File: src/rtl/lfsr_sat_cnt.sv
// -----------------------------------------------------------------------------
// lfsr_sat_cnt
// Saturating up-counter with synchronous clear.
//   clk_i  : clock, rising edge
//   rst_i  : synchronous active-high reset (count -> 0)
//   clr_i  : synchronous clear; an increment in the same cycle still counts,
//            so clear plus an increment of n leaves the count at n
//   inc_i  : amount to add this cycle (INC_W bits, 0 = hold)
//   cnt_o  : current count, sticks at all-ones instead of wrapping
// -----------------------------------------------------------------------------
module lfsr_sat_cnt #(
  parameter int unsigned W     = 16,
  parameter int unsigned INC_W = 1
) (
  input  logic             clk_i,
  input  logic             rst_i,
  input  logic             clr_i,
  input  logic [INC_W-1:0] inc_i,
  output logic [W-1:0]     cnt_o
);

  // One spare bit above the wider operand so the sum can never overflow
  // before the saturation compare.
  localparam int unsigned SUM_W = ((W > INC_W) ? W : INC_W) + 1;

  logic [W-1:0]     cnt_q;
  logic [SUM_W-1:0] base;
  logic [SUM_W-1:0] sum;

  // The clear only selects a zero base, so an increment arriving in the same
  // cycle is applied after the clear.
  always_comb begin
    base = clr_i ? '0 : SUM_W'(cnt_q);
    sum  = base + SUM_W'(inc_i);
  end

  // Register the count, clamping at all-ones.
  always_ff @(posedge clk_i) begin
    if (rst_i) begin
      cnt_q <= '0;
    end else if (sum > SUM_W'({W{1'b1}})) begin
      cnt_q <= '1;
    end else begin
      cnt_q <= sum[W-1:0];
    end
  end

  assign cnt_o = cnt_q;

endmodule

File: config.mk
export PLATFORM = sky130hd
export DESIGN_NAME = lfsr_sat_cnt
export DESIGN_NICKNAME = d
export VERILOG_FILES = /design/src/rtl/lfsr_sat_cnt.sv
export SDC_FILE = /design/constraint.sdc
export NUM_CORES = 1
export LEC_CHECK = 0
export ABC_AREA = 1
export CAP_MARGIN = 20
export CORE_MARGIN = 5
export CORE_UTILIZATION = 51
export CTS_CLUSTER_DIAMETER = 30
export DETAILED_ROUTE_END_ITERATION = 10
export HOLD_SLACK_MARGIN = 0.1
export PLACE_DENSITY = 0.82
export RECOVER_POWER = 50
export SYNTH_ARGS = -nofsm -noshare
export SYNTH_HDL_FRONTEND = slang
export SYNTH_SLANG_ARGS = --single-unit
File: constraint.sdc
create_clock -name clk_i -period 2.1 [get_ports clk_i]
set_input_delay 0.315 -clock clk_i [delete_from_list [all_inputs] [get_ports clk_i]]
set_output_delay 0.315 -clock clk_i [all_outputs]
set_load 0.01 [all_outputs]
==> run_results.csv <==
group,metric,value,unit
yosys,ys_types,29,
placement,finalWeightedCongestion,0.848,
worst_setup_path,worstRegToRegCells,10,
worst_setup_path,critical-path-max-stage-delay,0.43,ns
worst_setup_path,worstPathArrival,2.04,ns
finish,fin_area,1360,µm²
power_and_ir_drop,p_clk_frac,0.371,
cts,cts_tree,"built",
cts,clockBufferDepth,2,
worst_hold_path,worstHoldPathCells,3,
finish,insertedDiodeCount,0,
worst_setup_path,cp_cell_sequence,"clkdlybuf4s50_1, nor2_1, ha_1, ha_1, nand4_2, nor2_4, nand3_4, nand2_1, nor2_1, nor2_1",
floorplanning,die_w,55.9,µm
yosys,synthDominantCellAreaShare,0.298,
worst_setup_path,crit_path_top_delay_cell,"clkdlybuf4s50_1",
finish,final_nets,188,
worst_setup_path,worstReg2RegStart,"cnt_o[0]",
yosys,yosys_warnings,0,
power_and_ir_drop,power.density,408,nW/µm²
drt,postRouteAntennaNets,0,
worst_setup_path,critPathMaxFanout,14,
worst_setup_path,reg2reg_slack,0.40,ns
sta,worst_pin_slew,0.234,ns
yosys,netlist_area,1070,µm²
cts,cts_max_level,1,
worst_hold_path,hold_path_class,"flip-flop to flip-flop",
yosys,syn_nets,159,
global_routing,grt_overflow,0,
worst_setup_path,rr_endpoint,"cnt_o[15]",
yosys,synth_top_family_by_area,"simple AND/OR/NAND/NOR gates",
power_and_ir_drop,p_leak,0.659,nW
yosys,ys_top_cells_by_area,"dfxtp_1, nand2_1, nor2_1",
yosys,synthMuxAreaShare,0,
sta,finalCritPeriodShare,0.863,
drt,drt_pass1_iterations,4,
floorplanning,die_height,55.9,µm
global_routing,antenna_found_initial,0,
sta,final-setup-viol-count,0,
sta,setup_slack,0.289,ns
cts,cts.sinks,16,
sta,post-route-min-period,1.81,ns
cts,cts_buffers,3,
yosys,synth-seq-cells,16,
worst_setup_path,critPathKind,"input pin to flip-flop",
global_routing,grt_use_total,0.173,
worst_setup_path,cp_common_cell,"nor2_1",
sta,fmax,552,MHz
cts,ctsHoldBuffers,0,
placement,dp_slack,-0.0177,ns
worst_hold_path,min_to,"cnt_o[6]",
yosys,synth_area_leader_cell,"dfxtp_1",
placement,place_area,1330,µm²
drt,drtIter0Drc,35,
sta,hold_violations,0,
placement,portBuffers,19,
power_and_ir_drop,power,0.000556,W
sta,rsz0062_at_grt,"no",
drt,avgViaCountPerCell,5.21,
worst_hold_path,hp-start,"cnt_o[6]",
power_and_ir_drop,power_frac_seq,0.551,
worst_setup_path,cp_data_required_time,2.33,ns
floorplanning,rows,16,
run,maxCapViolCount,0,
run_status,outcome,"complete, no violations",
yosys,synth_compound_area_frac,0.0851,
global_routing,grt_start_max_net_pins,15,
drt,vias,1084,
drt,wl_per_cell,12.5,µm
cts,cts_resized,0,
sta,relSlewSlack,0.844,
power_and_ir_drop,peakVddDrop,0.292,mV
yosys,syn_area_per_cell,7.02,µm²
floorplanning,core_area,1980,µm²
drt,drc_errors,0,
yosys,synthXorXnorAreaFrac,0.0490,
floorplanning,pin_count,20,
power_and_ir_drop,power.switching,0.000126,W
floorplanning,start_util,0.542,
finish,area_delta_synth_final,27.0,%
cts,cts_setup_buffers,0,
global_routing,grt_pass1_wl,4370,µm
worst_setup_path,crit_path_end_kind,"flip-flop",
yosys,synthSimpleGateAreaFrac,0.406,
floorplanning,die_area,3120,µm²
power_and_ir_drop,p_int,0.000431,W
worst_setup_path,cp-start-kind,"input pin",
power_and_ir_drop,swShare,0.226,
cts,root_buffer,"clkbuf_4",
cts,clkLatencyLatePin,0.30,ns
yosys,synth_adder_area_share,0.0233,
sta,skew,0.00901,ns
power_and_ir_drop,combPwrFrac,0.078,
cts,clk_pin_slew_worst_paths,0.09,ns
finish,largest_reg_flops,16,
placement,dp_hpwl,2030,µm
yosys,netlist_instances,153,
global_routing,grt_pass1_vias,1012,
sta,slew_violations,0,
drt,wirelength,2610,µm
yosys,synth_seq_area_share,0.298,
finish,drive_above_1_share,0.177,
==> worst max path at each step <==
| stage | start | to | slack (ns) | cells after the start |
|---|---|---|---|---|
| after floorplan | clr_i | cnt_o[6] | 0.39 | 9 |
| after global placement | clr_i | cnt_o[9] | 0.02 | 10 |
| after detailed placement | clr_i | cnt_o[14] | -0.02 | 11 |
| after CTS | clr_i | cnt_o[15] | 0.28 | 10 |
| after global routing | clr_i | cnt_o[14] | 0.15 | 11 |
| final | clr_i | cnt_o[15] | 0.29 | 10 |
==> layout make-up <==
| cell class | instances | area (µm²) |
|---|---|---|
| clock buffers | 4 | 36.3 |
| multi-input cells | 108 | 604 |
| fillers | 157 | 618 |
| well taps | 27 | 33.8 |
| flip-flops and latches | 16 | 320 |
| repair buffers | 29 | 278 |
| inverters | 24 | 91.3 |
==> logic make-up (layout without fill, tap and decap cells) <==
group	count (synthesis)	count (layout)
fa+ha+maj	2	2
flops	16	16
compound gates	16	16
xor+xnor	6	6
simple gates	84	84
buf+inv	29	57
==> synth_stat cells <==
cell type and count:
nor2_2 2, ha_1 2, xor2_1 5, a21oi_1 10
o21ai_1 1, inv_1 22, nand3_2 3, nor3_4 1
a21oi_2 2, nand3_1 15, nor3_1 1, buf_6 3
buf_12 1, nor2_1 23, clkinv_2 1, nand4_1 2
o21ai_0 1, nor2_4 2, nand3_4 1, clkbuf_1 1
nand4_2 2, xnor2_1 1, nand2_1 29, inv_2 1
dfxtp_1 16, o22ai_1 1, nand2_4 1, o211ai_1 1
nand2_2 2
==> cells in the final DEF, fill, tap and decap left out, types with 3 or more instances in the layout <==
master	count
nand2_1	29
nand3_2	3
buf_4	9
dfxtp_1	16
clkdlybuf4s50_1	3
clkbuf_4	3
nor2_1	23
a21oi_1	10
xor2_1	5
inv_1	22
nand3_1	15
dlygate4sd3_1	16
==> critical path, delay by kind of cell <==
kind | cells | cell delay [ns]
AND/OR/NAND/NOR | 7 | 0.91
buffers and inverters | 1 | 0.43
adder cells (fa/ha/maj) | 2 | 0.39
==> power groups by stage <==
stage               Sequential [W]  Clock [W]  Combinational [W]
detailed placement        0.000314          0          0.0000439
global route              0.000307   0.000223          0.0000464
global placement          0.000314          0          0.0000436
CTS                       0.000307   0.000212          0.0000439
finish                    0.000307   0.000206          0.0000434
floorplan                 0.000315          0          0.0000261
==> per-stage QoR <==
step / utilization / cells / hold WS, ns / setup TNS [ns]
after floorplan: - / 153 / 0.384 / 0
after global placement: 0.670 / 204 / 0.600 / 0
after detailed placement: 0.670 / 204 / 0.602 / -0.0345
after CTS: 0.688 / 208 / 0.635 / 0
after global routing: 0.688 / 208 / 0.657 / 0
final: 0.688 / 208 / 0.621 / 0
==> layer usage <==
metal | routed length (µm) | GRT usage | vias up | part of all wire
li1 | - | - | 541 | -
met2 | 1260 | 0.297 | 47 | 0.48
met5 | 0 | 0 | - | 0
met1 | 1090 | 0.199 | 485 | 0.42
met4 | 66 | 0.0780 | 0 | 0.025
met3 | 200 | 0.0487 | 11 | 0.077
(Power assumes the default switching activity.)
